==> src/rtl/nn_fixed_pkg.sv <==
// Shared Q16.16 fixed-point types and helpers for the NN layers.
// Holds format defaults, FSM states, saturate/ReLU and flat-matrix indexing.
package nn_fixed_pkg;

  localparam int FX_WIDTH = 32;
  localparam int FX_FRAC  = 16;
  localparam int FX_GUARD = 8;
  localparam int FX_MAXW  = 128;

  typedef enum logic [1:0] {
    IDLE,
    CALC,
    DONE
  } fsm_e;

  // Clamp a wide signed value to a w-bit signed range (w <= 64).
  function automatic logic signed [FX_MAXW-1:0] fx_sat(
    input logic signed [FX_MAXW-1:0] acc,
    input int                        w
  );
    logic signed [FX_MAXW-1:0] one;
    logic signed [FX_MAXW-1:0] hi;
    logic signed [FX_MAXW-1:0] lo;
    one = 1;
    hi  = (one <<< (w - 1)) - one;
    lo  = -hi - one;
    if (acc > hi)
      return hi;
    else if (acc < lo)
      return lo;
    return acc;
  endfunction

  function automatic logic signed [FX_MAXW-1:0] fx_relu(
    input logic signed [FX_MAXW-1:0] x,
    input logic                      en
  );
    return (en && (x < 0)) ? '0 : x;
  endfunction

  // W[i][j] occupies [msb -: w]; element [0][0] sits in the MSBs.
  function automatic int fx_w_msb(
    input int i, input int j,
    input int nin, input int nout, input int w
  );
    return (nin * nout - (i * nin + j)) * w - 1;
  endfunction

  // b[i] occupies [lsb +: w]; b[0] sits in the MSBs.
  function automatic int fx_b_lsb(
    input int i, input int nout, input int w
  );
    return (nout - 1 - i) * w;
  endfunction

endpackage

==> src/rtl/fx_mac.sv <==
// Fixed-point multiply-accumulate: acc + ((a*b) >>> FRAC), sign-extended.
// Ports: i_a, i_b operands; i_acc running sum; o_sum result.
module fx_mac
  import nn_fixed_pkg::*;
#(
  parameter int WIDTH = FX_WIDTH,
  parameter int FRAC  = FX_FRAC,
  parameter int ACCW  = 2 * FX_WIDTH - FX_FRAC + FX_GUARD
) (
  input  logic signed [WIDTH-1:0] i_a,
  input  logic signed [WIDTH-1:0] i_b,
  input  logic signed [ACCW-1:0]  i_acc,
  output logic signed [ACCW-1:0]  o_sum
);

  logic signed [2*WIDTH-1:0] w_prod;
  logic signed [2*WIDTH-1:0] w_shr;

  assign w_prod = i_a * i_b;
  // Arithmetic shift truncates toward -inf.
  assign w_shr  = w_prod >>> FRAC;
  assign o_sum  = i_acc + ACCW'(w_shr);

endmodule

==> src/rtl/fc_layer_seq.sv <==
// Time-multiplexed fully connected layer, one MAC per cycle, Q16.16.
// Ports: clk/rst_n; in_valid/in_ready/in_vec; out_valid/out_ready/out_vec; busy.
module fc_layer_seq
  import nn_fixed_pkg::*;
#(
  parameter int WIDTH = FX_WIDTH,
  parameter int FRAC  = FX_FRAC,
  parameter int NIN   = 2,
  parameter int NOUT  = 16,
  parameter int RELU  = 1,
  parameter logic [WIDTH*NIN*NOUT-1:0] WEIGHTS_MATRIX_FLAT = '0,
  parameter logic [WIDTH*NOUT-1:0]     BIAS_FLAT = '0
) (
  input  logic                         clk,
  input  logic                         rst_n,
  input  logic                         in_valid,
  output logic                         in_ready,
  input  logic [0:NIN-1][WIDTH-1:0]    in_vec,
  output logic                         out_valid,
  input  logic                         out_ready,
  output logic [0:NOUT-1][WIDTH-1:0]   out_vec,
  output logic                         busy
);

  // Wide enough for the full shifted product plus guard bits,
  // so even full-scale operands saturate instead of wrapping.
  localparam int ACCW = 2 * WIDTH - FRAC + FX_GUARD;
  localparam int IW   = (NOUT > 1) ? $clog2(NOUT) : 1;
  localparam int JW   = (NIN > 1) ? $clog2(NIN) : 1;
  localparam int WFW  = $clog2(WIDTH * NIN * NOUT);
  localparam int BFW  = $clog2(WIDTH * NOUT);

  fsm_e r_state;
  fsm_e w_state_nxt;

  logic [IW-1:0]               r_i;
  logic [JW-1:0]               r_j;
  logic signed [ACCW-1:0]      r_acc;
  logic [0:NIN-1][WIDTH-1:0]   r_x;
  logic [0:NOUT-1][WIDTH-1:0]  r_out;
  logic                        r_in_ready;
  logic                        r_out_valid;
  logic                        r_busy;

  logic [WFW-1:0]              w_wofs;
  logic [BFW-1:0]              w_bofs;
  logic signed [WIDTH-1:0]     w_w;
  logic signed [WIDTH-1:0]     w_b;
  logic signed [WIDTH-1:0]     w_x;
  logic signed [ACCW-1:0]      w_base;
  logic signed [ACCW-1:0]      w_sum;
  logic [WIDTH-1:0]            w_res;
  logic                        w_last_i;
  logic                        w_last_j;

  assign w_wofs = WFW'(fx_w_msb(int'(r_i), int'(r_j),
                                NIN, NOUT, WIDTH));
  assign w_bofs = BFW'(fx_b_lsb(int'(r_i), NOUT, WIDTH));

  assign w_w = WEIGHTS_MATRIX_FLAT[w_wofs -: WIDTH];
  assign w_b = BIAS_FLAT[w_bofs +: WIDTH];
  assign w_x = r_x[r_j];

  assign w_last_i = (r_i == IW'(NOUT - 1));
  assign w_last_j = (r_j == JW'(NIN - 1));

  // Bias seeds the accumulator on the first input of each neuron.
  assign w_base = (r_j == '0) ? ACCW'(w_b) : r_acc;

  fx_mac #(
    .WIDTH (WIDTH),
    .FRAC  (FRAC),
    .ACCW  (ACCW)
  ) u_mac (
    .i_a   (w_w),
    .i_b   (w_x),
    .i_acc (w_base),
    .o_sum (w_sum)
  );

  assign w_res = WIDTH'(fx_relu(
                   fx_sat(FX_MAXW'(w_sum), WIDTH),
                   RELU != 0));

  always_comb begin
    w_state_nxt = r_state;
    unique case (r_state)
      IDLE: if (in_valid) w_state_nxt = CALC;
      CALC: if (w_last_i && w_last_j) w_state_nxt = DONE;
      DONE: if (out_ready) w_state_nxt = IDLE;
      default: w_state_nxt = IDLE;
    endcase
  end

  always_ff @(posedge clk or negedge rst_n) begin
    if (!rst_n) begin
      r_state     <= IDLE;
      r_in_ready  <= 1'b1;
      r_out_valid <= 1'b0;
      r_busy      <= 1'b0;
      r_i         <= '0;
      r_j         <= '0;
      r_acc       <= '0;
      r_x         <= '0;
      r_out       <= '0;
    end else begin
      r_state     <= w_state_nxt;
      r_in_ready  <= (w_state_nxt == IDLE);
      r_out_valid <= (w_state_nxt == DONE);
      r_busy      <= (w_state_nxt == CALC);
      if (r_state == IDLE && in_valid) begin
        r_x <= in_vec;
        r_i <= '0;
        r_j <= '0;
      end
      if (r_state == CALC) begin
        r_acc <= w_sum;
        if (w_last_j) begin
          r_out[r_i] <= w_res;
          r_j        <= '0;
          r_i        <= w_last_i ? '0 : r_i + 1'b1;
        end else begin
          r_j <= r_j + 1'b1;
        end
      end
    end
  end

  assign in_ready  = r_in_ready;
  assign out_valid = r_out_valid;
  assign busy      = r_busy;
  assign out_vec   = r_out;

endmodule
==> config.mk <==
export PLATFORM = sky130hd
export DESIGN_NAME = fc_layer_seq
export DESIGN_NICKNAME = d
export VERILOG_FILES = /design/src/rtl/nn_fixed_pkg.sv /design/src/rtl/fx_mac.sv /design/src/rtl/fc_layer_seq.sv
export SDC_FILE = /design/constraint.sdc
export NUM_CORES = 1
export LEC_CHECK = 0
export BUFFER_PORTS_ARGS = -buffer_cell sky130_fd_sc_hd__buf_2
export CAP_MARGIN = 20
export CORE_MARGIN = 2
export CORE_UTILIZATION = 30
export CTS_BUF_LIST = sky130_fd_sc_hd__clkbuf_4
export DETAILED_ROUTE_END_ITERATION = 8
export HOLD_SLACK_MARGIN = 0.02
export SYNTH_ARGS = -nofsm -noshare
export SYNTH_HDL_FRONTEND = slang
export SYNTH_SLANG_ARGS = --single-unit
export TNS_END_PERCENT = 100
==> constraint.sdc <==
create_clock -name clk -period 2.3 [get_ports clk]
set_clock_uncertainty 0.2 [all_clocks]
set_input_delay 0.115 -clock clk [delete_from_list [all_inputs] [get_ports clk]]
set_output_delay 0.115 -clock clk [all_outputs]
set_load 0.01 [all_outputs]
After elaboration in Yosys (flattened, before gate mapping) --
Index checks and enable logic that the tools add are counted.
Cells by class: multiplexer cells 24, shifts and indexed selects 2, add/sub/neg operators 7, divide/modulo/power cells 0, reduce and logical (&&, ||, !) cells 7, multiply operators 1, equal/unequal tests 5, order comparisons 6, bitwise gates (word level) 2
Operators with widths (number):
- $shiftx 1055x11->32 const A | 1
- $bwmux 512 | 1
- $shiftx 512x10->32 const A | 1
- $mux 128 | 3
- $mux 32 | 5
- $demux 32 s4 | 1
- $lt 128x1->1 const B | 1
- $mul 32x32->64 | 1
- $add 56x48->56 | 1
- $gt 56x32->1 const B | 1
- $lt 56x32->1 const B | 1
- $mux 56 | 1
- $mux 4 | 4
- $sub 10x2->10 const B | 1
- $mux 2 | 3
- $pmux 2 s3 | 1
- $add 5x1->5 | 1
- $ge 5x5->1 const B | 1
- $lt 5x1->1 const B | 1
- $mux 1 | 5
- $not 4->5 | 1
- $sub 1x5->5 const A | 1
- $add 4x1->4 const B | 1
- $eq 2x1->1 const B | 2
- 10 further kinds | 14
Word-level totals: RAM bits 0, memory bits (read-only) 0, latch bits 0, input bits 68, memories kept 0, register bits 642

Logic depth before layout (Yosys ltp) --
Gate-level depths: netlist of run 1.
word-level depth 13, mapped depth 7, gate-level depth less buffers 6

By module --
Synthesis of run 1 repeated with hierarchy kept, for this count alone.
Unflattened totals: cell total of the unflattened synthesis 6465, area total of the unflattened synthesis 62442.4 um^2
By module, submodules not included:
- fx_mac | cells each 4069, area each 37727.4 um^2, sequential area each 0.0 um^2, instances 1
- fc_layer_seq | cells each 2396, area each 24715.0 um^2, sequential area each 16066.7 um^2, instances 1

Worst setup path before layout of run 1 --
OpenSTA, ideal clock, no wires.
kind register to register, start register r_acc[48], end register r_out (netlist bit out_vec[193]), buffers on the path 2, data arrival time 1.601 ns, setup slack 0.367 ns, stages on the path, launching flop included 7, cell sequence dfrtp_1 nor4_1 nand4_1 buf_6 nor3_4 buf_4 o2bb2ai_1
On the way: longest elaborated chain between the ends 9, elaborated cells on any way between the ends 11
Ends and longest elaborated chain:
- from (decl) | RTL line fc_layer_seq.sv:38 | logic signed [ACCW-1:0] r_acc;
- from (signal assigned) | RTL line fc_layer_seq.sv:117 | r_acc <= w_sum;
- $mux 56 * | RTL line fc_layer_seq.sv:68 | assign w_base = (r_j == '0) ? ACCW'(w_b) : r_acc;
- $add 56x48->56 * | RTL line fx_mac.sv:22 | assign o_sum = i_acc + ACCW'(w_shr);
- $lt 56x32->1 | RTL line nn_fixed_pkg.sv:29 | else if (acc < lo)
- $mux 1 | RTL line nn_fixed_pkg.sv:29
- $mux 1 | RTL line nn_fixed_pkg.sv:27 | if (acc > hi)
- $mux 128 * | RTL line nn_fixed_pkg.sv:31 | return acc;
- $lt 128x1->1 | RTL line nn_fixed_pkg.sv:38 | return (en && (x < 0)) ? '0 : x;
- $mux 32 * | RTL line nn_fixed_pkg.sv:38
- $bwmux 512 * | RTL line fc_layer_seq.sv:119 | r_out[r_i] <= w_res;
- to (signal, indexed assignment) | RTL line fc_layer_seq.sv:119
- to (decl) | RTL line fc_layer_seq.sv:40 | logic [0:NOUT-1][WIDTH-1:0] r_out;
Every way passes the cells marked *; elsewhere a longest branch is shown, timed or not. A chain may end at the register's enable or synchronous reset.

Worst setup path after layout of run 1 --
start register r_state[0], end register r_out (netlist bit out_vec[204])
On the way: longest elaborated chain between the ends 2
Ends and longest elaborated chain:
- from (decl) | RTL line fc_layer_seq.sv:33 | fsm_e r_state;
- from (signal assigned) | RTL line fc_layer_seq.sv:107 | r_state <= w_state_nxt;
- $eq 2x1->1 | RTL line fc_layer_seq.sv:116 | if (r_state == CALC) begin
- $reduce_and 2->1 (no source line)
No other way between the ends.

==> metrics.txt, run 1 <==
# TYPE chip_impl_metric gauge
chip_impl_metric{name="synth.distinct_cells",unit=""} 38
chip_impl_info{name="clock-root-buffer",value="sky130_fd_sc_hd__clkbuf_4"} 1
chip_impl_metric{name="design.die.area",unit="sq um"} 72200
chip_impl_metric{name="drt-vias-per-instance",unit=""} 5.09
chip_impl_metric{name="register_bit_count_reported_by_yosys",unit=""} 578
chip_impl_metric{name="finalMaxSlewViolations",unit=""} 0
chip_impl_metric{name="netlist_area_before_placement",unit="sq um"} 21000
chip_impl_metric{name="syn_to_final_growth",unit="%"} 32.3
chip_impl_metric{name="floorplan.initialDensity",unit="%"} 30.2
chip_impl_metric{name="number_of_antenna_violating_nets_in_the_routed_design",unit=""} 0
chip_impl_metric{name="worstSkewPairLatency",unit="ns"} 0.96
chip_impl_metric{name="clock_pin_transition_on_the_worst_setup_and_hold_timing_paths",unit="ns"} 0.07
chip_impl_metric{name="dp.cells",unit=""} 2925
chip_impl_metric{name="io_pins",unit=""} 583
chip_impl_metric{name="synth-async-reset-ratio",unit="%"} 100
chip_impl_metric{name="final_total_power",unit="mW"} 21.9
chip_impl_metric{name="detail_route.iter0.violations",unit=""} 1271
chip_impl_metric{name="power-per-cell-area",unit="nW/um^2"} 788
chip_impl_metric{name="cellLeakagePower",unit="nW"} 14.2
chip_impl_info{name="crit_path_start_kind",value="register"} 1
chip_impl_metric{name="vias_in_the_first_global_route",unit=""} 16660
chip_impl_metric{name="clock_tree.htree_level_count",unit=""} 4
chip_impl_metric{name="synth.yosys.warnings",unit=""} 0
chip_impl_metric{name="first_pass_grt_wire_length",unit="microns"} 111000
chip_impl_metric{name="postSynthNetCount",unit=""} 1558
chip_impl_info{name="endpoint_kind",value="register"} 1
chip_impl_metric{name="synth-edff-count",unit=""} 0
chip_impl_metric{name="finalCritPeriodShare",unit="%"} 96.8
chip_impl_metric{name="timing.max_cap.violations",unit=""} 0
chip_impl_metric{name="relSlewSlack",unit="%"} 63.7
chip_impl_metric{name="port_buffers",unit=""} 518
chip_impl_metric{name="stdcell_area",unit="sq um"} 27800
chip_impl_metric{name="largest_net_degree_at_the_start_of_global_routing",unit=""} 81
chip_impl_metric{name="post_route_non_filler_standard_cell_count",unit=""} 3204
chip_impl_metric{name="gr-usage-all-layers",unit="%"} 20.9
chip_impl_metric{name="fmax",unit="MHz"} 449
chip_impl_metric{name="setup_total_negative_slack",unit="ns"} 0
chip_impl_metric{name="final.fill_count",unit=""} 6711
chip_impl_metric{name="vias",unit=""} 16324
chip_impl_metric{name="timing.final.crit_period",unit="ns"} 2.23
chip_impl_metric{name="fp.coreArea",unit="sq um"} 69700
chip_impl_metric{name="fin_nets",unit=""} 2224
chip_impl_metric{name="syn_inst",unit=""} 1486
chip_impl_metric{name="die-height",unit="microns"} 269
chip_impl_metric{name="detailed_place.area",unit="sq um"} 25800
chip_impl_metric{name="peakVddDrop",unit="uV"} 386
chip_impl_metric{name="horizontal_extent_of_the_die",unit="microns"} 269
chip_impl_metric{name="finalWorstSetupSlack",unit="ns"} 0.0738
chip_impl_metric{name="timing.critical_path.arrival",unit="ns"} 2.88
chip_impl_metric{name="setup_viol_count_final",unit=""} 0
chip_impl_metric{name="route.final.wire_length",unit="microns"} 76100
chip_impl_info{name="synthFlopType",value="sky130_fd_sc_hd__dfrtp_1"} 1
chip_impl_metric{name="wl_per_cell",unit="microns"} 23.8
chip_impl_metric{name="cts_inserted_buffers",unit=""} 156
chip_impl_metric{name="drt_pass1_iterations",unit=""} 5
chip_impl_metric{name="hold_violations",unit=""} 0
chip_impl_metric{name="critical_path_required",unit="ns"} 2.95
chip_impl_info{name="critical_path_class",value="register to register"} 1
chip_impl_metric{name="cts_max_path_buffers",unit=""} 3
chip_impl_metric{name="drc_errors",unit=""} 0
chip_impl_metric{name="post_route_cells_drive_above_1_share",unit="%"} 41.7
chip_impl_metric{name="globalRouteOverflowTotal",unit=""} 0
chip_impl_metric{name="crit_fanout",unit=""} 20
chip_impl_metric{name="detailed_place_hpwl",unit="microns"} 50500
chip_impl_metric{name="total_clock_sinks",unit=""} 578
chip_impl_metric{name="holdWs",unit="ns"} 0.274
chip_impl_metric{name="globalplace.congestion",unit=""} 0.805
chip_impl_metric{name="worstMarginPinSlew",unit="ns"} 0.545
chip_impl_metric{name="num_rows",unit=""} 97
chip_impl_metric{name="grt_antenna_before_repair",unit=""} 2
chip_impl_info{name="run_status",value="completed"} 1
chip_impl_metric{name="synth_seq_area_share",unit="%"} 68.8
chip_impl_info{name="hp-class",value="register to register"} 1
chip_impl_metric{name="dp_slack",unit="ns"} 0.00484
chip_impl_info{name="clock_tree_from_tritoncts",value="done"} 1
chip_impl_info{name="rsz_0062_raised_after_global_routing",value="true"} 1
chip_impl_metric{name="post_synth.cell_area_avg",unit="sq um"} 14.2
chip_impl_metric{name="fin_util",unit="%"} 39.9
-- Yosys cell counts, drive strengths merged (2+ instances only) --
cell	instances	area [sq um]
nand3	15	75.1
nand4	4	25.0
nor3	32	503
inv	3	11.3
o21ai	64	320
dfrtp	577	14400
nor2b	67	419
ha	4	50.1
a21o	3	22.5
and2	12	75.1
and3	4	25.0
o2bb2ai	434	3800
nand4b	2	17.5
clkbuf	91	342
nor4	5	31.3
buf	57	358
nand2	83	312
nand4bb	2	22.5
nor2	12	47.6
a21oi	3	15.0
-- metal layers --
| layer | wire [microns] | track usage [%] |
|---|---|---|
| met5 | 0 | 0 |
| met4 | 1930 | 7.88 |
| met3 | 4980 | 5.11 |
| met2 | 35900 | 32.4 |
| met1 | 33300 | 28.3 |
-- kinds of logic (layout without fill, tap and decap cells) --
family                   count (synthesis)  after routing  synth area share [%]
flip-flops                             578            578                  68.8
adder cells (fa/ha/maj)                  4              4                 0.238
AO/OA/AOI/OAI                          508            508                  19.9
other                                    0              1                     0
buffers and inverters                  151            928                  3.38
AND/OR/NAND/NOR                        243            243                  7.56
multiplexers                             2              2                 0.101
-- report_power, final --
| part | leakage, nW | switching, mW | internal, mW |
|---|---|---|---|
| Combinational | 4.99 | 1.86 | 0.627 |
| Clock | 1.16 | 4.38 | 4.74 |
| Sequential | 8.06 | 0.0936 | 10.2 |
| Total | 14.2 | 6.34 | 15.6 |
-- worst max-delay path: stages, from the launching register on --
cell and delay (ns):
sky130_fd_sc_hd__dfrtp_1 0.47, sky130_fd_sc_hd__or3b_1 0.44, sky130_fd_sc_hd__nor2_1 0.38, sky130_fd_sc_hd__nand3_2 0.19
sky130_fd_sc_hd__buf_4 0.27, sky130_fd_sc_hd__o2bb2ai_1 0.19
-- final timing paths --
kind	from	slack (ns)	end	cells after the start
min in group asynchronous	rst_n	0.59	out_vec[454]	5
worst max-delay path	r_state[0]	0.07	out_vec[204]	5
worst max register to register	r_state[0]	0.07	out_vec[204]	5
worst min-delay path	out_vec[23]	0.27	out_vec[23]	2
worst min register to register	out_vec[23]	0.27	out_vec[23]	2
max in group asynchronous	rst_n	0.40	out_vec[306]	6
-- what timing repair did --
action | 4_1_cts | 5_1_grt
endpoints found under the hold margin | 588 | 0
resized for setup | 0 | 2
setup buffers | 1 | 0
hold buffers | 8 | 0
pin swaps | 1 | 0
endpoints found under the setup margin | 9 | 117
-- cell type report --
cell class	count	area, sq um	share of cell area [%]
multi-input cells	757	5960	21.4
well taps	940	1180	4.23
diodes	1	2.50	0.00900
clock inverters	49	284	1.02
inverters	3	11.3	0.0405
clock buffers	220	1650	5.94
repair buffers	656	4260	15.3
flip-flops and latches	578	14500	52.0
-- state kept, by name, summed over array words and instances, names as in the netlist --
signal     count
busy           1
r_acc         56
r_state        2
out_vec      512
out_valid      1
r_i            4
r_j            1
in_ready       1
-- placed cells by master, fill, tap and decap left out, types with 31 or more instances in the layout --
master	instances
sky130_fd_sc_hd__buf_2	517
sky130_fd_sc_hd__clkinv_1	31
sky130_fd_sc_hd__o2bb2ai_1	434
sky130_fd_sc_hd__nor2b_1	65
sky130_fd_sc_hd__dfrtp_1	577
sky130_fd_sc_hd__clkbuf_4	220
sky130_fd_sc_hd__nand2_1	79
sky130_fd_sc_hd__buf_4	83
sky130_fd_sc_hd__nor3_4	31
sky130_fd_sc_hd__buf_12	47
sky130_fd_sc_hd__o21ai_0	64
Power figures use the tool's default switching activity.
==> inputs of run 2 (changes only) <==
--- a/config.mk
+++ b/config.mk
@@ -7,12 +7,16 @@
 export LEC_CHECK = 0
 export BUFFER_PORTS_ARGS = -buffer_cell sky130_fd_sc_hd__buf_2
 export CAP_MARGIN = 20
+export CELL_PAD_IN_SITES_DETAIL_PLACEMENT = 0
+export CELL_PAD_IN_SITES_GLOBAL_PLACEMENT = 2
 export CORE_MARGIN = 2
-export CORE_UTILIZATION = 30
+export CORE_UTILIZATION = 40
 export CTS_BUF_LIST = sky130_fd_sc_hd__clkbuf_4
 export DETAILED_ROUTE_END_ITERATION = 8
 export HOLD_SLACK_MARGIN = 0.02
+export PLACE_DENSITY_LB_ADDON = 0.1
 export SYNTH_ARGS = -nofsm -noshare
 export SYNTH_HDL_FRONTEND = slang
+export SYNTH_HIERARCHICAL = 1
 export SYNTH_SLANG_ARGS = --single-unit
 export TNS_END_PERCENT = 100
==> metrics.txt, run 2 <==
# TYPE chip_impl_metric gauge
chip_impl_metric{name="relSlewSlack",unit="%"} 20.6
chip_impl_metric{name="ff2ff_path_depth",unit=""} 43
chip_impl_info{name="path_common_cell",value="sky130_fd_sc_hd__fa_1"} 1
chip_impl_metric{name="fmax",unit="MHz"} 93.9
chip_impl_metric{name="finalWorstSetupSlack",unit="ns"} -8.35
chip_impl_metric{name="r2r_setup_slack",unit="ns"} -8.35
chip_impl_metric{name="horizontal_extent_of_the_die",unit="microns"} 399
chip_impl_metric{name="worstSkewPairLatency",unit="ns"} 1.11
chip_impl_metric{name="setup_total_negative_slack",unit="ns"} -4354.46
chip_impl_metric{name="fin_util",unit="%"} 49.9
chip_impl_info{name="final_common_cell",value="sky130_fd_sc_hd__nand2_1"} 1
chip_impl_metric{name="cts_inserted_buffers",unit=""} 181
chip_impl_info{name="endpoint_kind",value="register"} 1
chip_impl_metric{name="synth.distinct_cells",unit=""} 87
chip_impl_metric{name="drt-vias-per-instance",unit=""} 5.06
chip_impl_metric{name="setup_viol_count_final",unit=""} 570
chip_impl_metric{name="die-height",unit="microns"} 399
chip_impl_info{name="synth_top_cells_by_area",value="sky130_fd_sc_hd__fa_1 (35%), sky130_fd_sc_hd__dfrtp_1 (26%), sky130_fd_sc_hd__nand2_1 (8.7%)"} 1
chip_impl_metric{name="port_buffers",unit=""} 582
chip_impl_metric{name="netlist_area_before_placement",unit="sq um"} 62400
chip_impl_metric{name="drc_errors",unit=""} 0
chip_impl_info{name="netlist_top_cells_count",value="sky130_fd_sc_hd__nand2_1 (1452), sky130_fd_sc_hd__fa_1 (1082), sky130_fd_sc_hd__inv_1 (961)"} 1
chip_impl_info{name="hp-class",value="register to register"} 1
chip_impl_info{name="violations_in_the_final_reports",value="negative setup slack"} 1
chip_impl_metric{name="number_of_flip_flops_under_the_largest_register_name",unit=""} 512
chip_impl_metric{name="clock_pin_transition_on_the_worst_setup_and_hold_timing_paths",unit="ns"} 0.07
chip_impl_metric{name="synth_seq_area_share",unit="%"} 25.7
chip_impl_metric{name="crit_fanout",unit=""} 8
chip_impl_metric{name="first_pass_grt_wire_length",unit="microns"} 348000
chip_impl_metric{name="io_pins",unit=""} 583
chip_impl_metric{name="netlist.area_leader.share",unit="%"} 34.7
chip_impl_metric{name="detail_route.iter0.violations",unit=""} 3210
chip_impl_metric{name="globalplace.congestion",unit=""} 0.888
chip_impl_metric{name="syn_inst",unit=""} 6465
chip_impl_metric{name="grt_antenna_before_repair",unit=""} 32
chip_impl_info{name="clock-root-buffer",value="sky130_fd_sc_hd__clkbuf_4"} 1
chip_impl_info{name="timing.hold.worst_endpoint",value="r_acc[45]"} 1
chip_impl_metric{name="whs_path_depth",unit=""} 2
chip_impl_metric{name="num_rows",unit=""} 144
chip_impl_metric{name="timing.critical_path.slowest_cell_delay",unit="ns"} 0.51
chip_impl_metric{name="detailed_place.area",unit="sq um"} 70600
chip_impl_metric{name="route.final.wire_length",unit="microns"} 240000
chip_impl_info{name="critical_path_class",value="register to register"} 1
chip_impl_info{name="slowest_stage",value="sky130_fd_sc_hd__fa_1"} 1
chip_impl_metric{name="cts_max_path_buffers",unit=""} 3
chip_impl_metric{name="number_of_antenna_violating_nets_in_the_routed_design",unit=""} 0
chip_impl_info{name="worstReg2RegStart",value="r_j"} 1
chip_impl_info{name="most-common-layout-cells",value="sky130_fd_sc_hd__nand2_1 (1450), sky130_fd_sc_hd__fa_1 (1081), sky130_fd_sc_hd__inv_1 (960), sky130_fd_sc_hd__dfrtp_1 (640), sky130_fd_sc_hd__buf_2 (581)"} 1
chip_impl_metric{name="detailed_place_hpwl",unit="microns"} 179000
chip_impl_metric{name="synth-async-reset-ratio",unit="%"} 100
chip_impl_metric{name="vias",unit=""} 49757
chip_impl_info{name="rsz_0062_raised_after_global_routing",value="true"} 1
chip_impl_metric{name="design.die.area",unit="sq um"} 159000
chip_impl_metric{name="post_synth.cell_area_avg",unit="sq um"} 9.66
chip_impl_metric{name="drt_pass1_iterations",unit=""} 5
chip_impl_metric{name="hold_violations",unit=""} 0
chip_impl_info{name="synthFlopType",value="sky130_fd_sc_hd__dfrtp_1"} 1
chip_impl_metric{name="timing.final.crit_period",unit="ns"} 10.65
chip_impl_info{name="crit_path_start_kind",value="register"} 1
chip_impl_metric{name="finalMaxSlewViolations",unit=""} 0
chip_impl_metric{name="largest_net_degree_at_the_start_of_global_routing",unit=""} 78
chip_impl_info{name="launch_point_of_the_worst_hold_path",value="r_acc[45]"} 1
chip_impl_metric{name="clock_tree.htree_level_count",unit=""} 4
chip_impl_metric{name="floorplan.initialDensity",unit="%"} 40.4
chip_impl_metric{name="post_route_cells_drive_above_1_share",unit="%"} 20.7
chip_impl_metric{name="total_clock_sinks",unit=""} 642
chip_impl_metric{name="synth-edff-count",unit=""} 0
chip_impl_info{name="run_status",value="finished with violations"} 1
chip_impl_metric{name="synth.yosys.warnings",unit=""} 6
chip_impl_metric{name="stdcell_area",unit="sq um"} 77200
chip_impl_metric{name="fp.coreArea",unit="sq um"} 155000
chip_impl_metric{name="fin_nets",unit=""} 9046
chip_impl_metric{name="worstMarginPinSlew",unit="ns"} 1.19
chip_impl_metric{name="gr-usage-all-layers",unit="%"} 29.8
chip_impl_metric{name="timing.max_cap.violations",unit=""} 0
chip_impl_metric{name="timing.critical_path.arrival",unit="ns"} 11.40
chip_impl_metric{name="critical_path_required",unit="ns"} 3.06
chip_impl_info{name="timing.rr.end",value="out_vec[406]"} 1
chip_impl_metric{name="syn_to_final_growth",unit="%"} 23.6
chip_impl_metric{name="register_bit_count_reported_by_yosys",unit=""} 642
chip_impl_info{name="clock_tree_from_tritoncts",value="done"} 1
chip_impl_metric{name="wl_per_cell",unit="microns"} 24.4
chip_impl_info{name="synth_top_area_cell",value="sky130_fd_sc_hd__fa_1"} 1
chip_impl_metric{name="globalRouteOverflowTotal",unit=""} 0
chip_impl_metric{name="finalCritPeriodShare",unit="%"} 463
chip_impl_metric{name="vias_in_the_first_global_route",unit=""} 51992
chip_impl_info{name="most_repeated_cell_in_the_gate_level_netlist_after_synthesis",value="sky130_fd_sc_hd__nand2_1"} 1
-- run 2: changes by cell type after synthesis, moves of 80 or more --
cell	change
sky130_fd_sc_hd__nand2_1	+1369
sky130_fd_sc_hd__o2bb2ai_1	-434
sky130_fd_sc_hd__ha_1	+237
sky130_fd_sc_hd__o21ai_0	+165
sky130_fd_sc_hd__a21oi_1	+80
sky130_fd_sc_hd__o21ai_1	+315
sky130_fd_sc_hd__inv_1	+958
sky130_fd_sc_hd__and2_1	+508
sky130_fd_sc_hd__clkbuf_1	+233
sky130_fd_sc_hd__fa_1	+1082
-- run 2: kinds of logic after synthesis --
kind of cell,after synthesis,share of synthesized area [%]
DFF,642,25.7
adders and majority gates,1323,39.5
xor gates and xnor gates,103,1.46
and+or+nand+nor,2232,17.2
buffers and inverters,1340,8.32
other,1,0.00601
AOI/OAI and AO/OA,791,7.20
muxes,33,0.593
-- run 2: critical path: cells and delay by family, from the launching register on --
family,cells,cell delay [ns]
AO/OA/AOI/OAI,15,2.53
XOR/XNOR,1,0.16
adder cells (fa/ha/maj),10,4.27
buffers and inverters,6,0.95
flip-flops,1,0.48
multiplexers,2,0.55
AND/OR/NAND/NOR,9,1.35
-- run 2: per-stage QoR --
| stage | cells | worst slack [ns] | hold WS (ns) |
|---|---|---|---|
| 4_1_cts | 9772 | -8.38 | 0.224 |
| 3_3_place_gp | 9222 | -8.48 | -0.164 |
| 5_1_grt | 9837 | -8.70 | 0.280 |
| 2_1_floorplan | 6623 | -7.87 | -0.381 |
| 3_5_place_dp | 9222 | -8.52 | -0.166 |
| 6_report | 9843 | -8.35 | 0.265 |
-- run 2: metal layers --
metal | track usage, % | vias to the layer above | part of all wire, % | wire length, microns
met2 | 50.2 | 1574 | 48 | 116000
met5 | 0 | - | 0.011 | 26
met3 | 4.06 | 376 | 5.9 | 14200
met1 | 38.9 | 25789 | 41 | 99600
met4 | 11.9 | 4 | 4.5 | 10800
li1 | - | 22014 | - | -
-- run 2: cell type report --
cell class                      instances  area, sq um
Clock inverter                         38          290
Fill cell                           14788        77400
Tap cell                             2044         2560
Timing Repair Buffer                 1227         9840
Multi-Input combinational cell       4641        42700
Sequential cell                       642        16100
Timing Repair inverter                  1         8.76
Inverter                              961         3620
Antenna cell                           14         35.0
Clock buffer                          275         2060
-- run 2: how the worst max path moves through the flow --
stage / endpoint / slack [ns] / cells after the start / startpoint
3_5_place_dp: out_vec[80] / -8.52 / 39 / r_j
3_3_place_gp: out_vec[50] / -8.48 / 39 / r_j
4_1_cts: out_vec[67] / -8.38 / 43 / r_j
2_1_floorplan: out_vec[259] / -7.87 / 43 / r_j
6_report: out_vec[406] / -8.35 / 43 / r_j
5_1_grt: out_vec[51] / -8.70 / 43 / r_j
-- run 2: what timing repair did --
action                                 CTS  global route
setup endpoints to repair              573           578
endpoints found under the hold margin  716             0
pin swaps                                6            88
resized for setup                       56           279
gates cloned                             7            16
setup buffers                           29            44
hold buffers                           201             0
Power of run 2 is left out: the tool's default activity adds up to more than one toggle a clock period on the data nets, which glitch-free logic cannot reach.
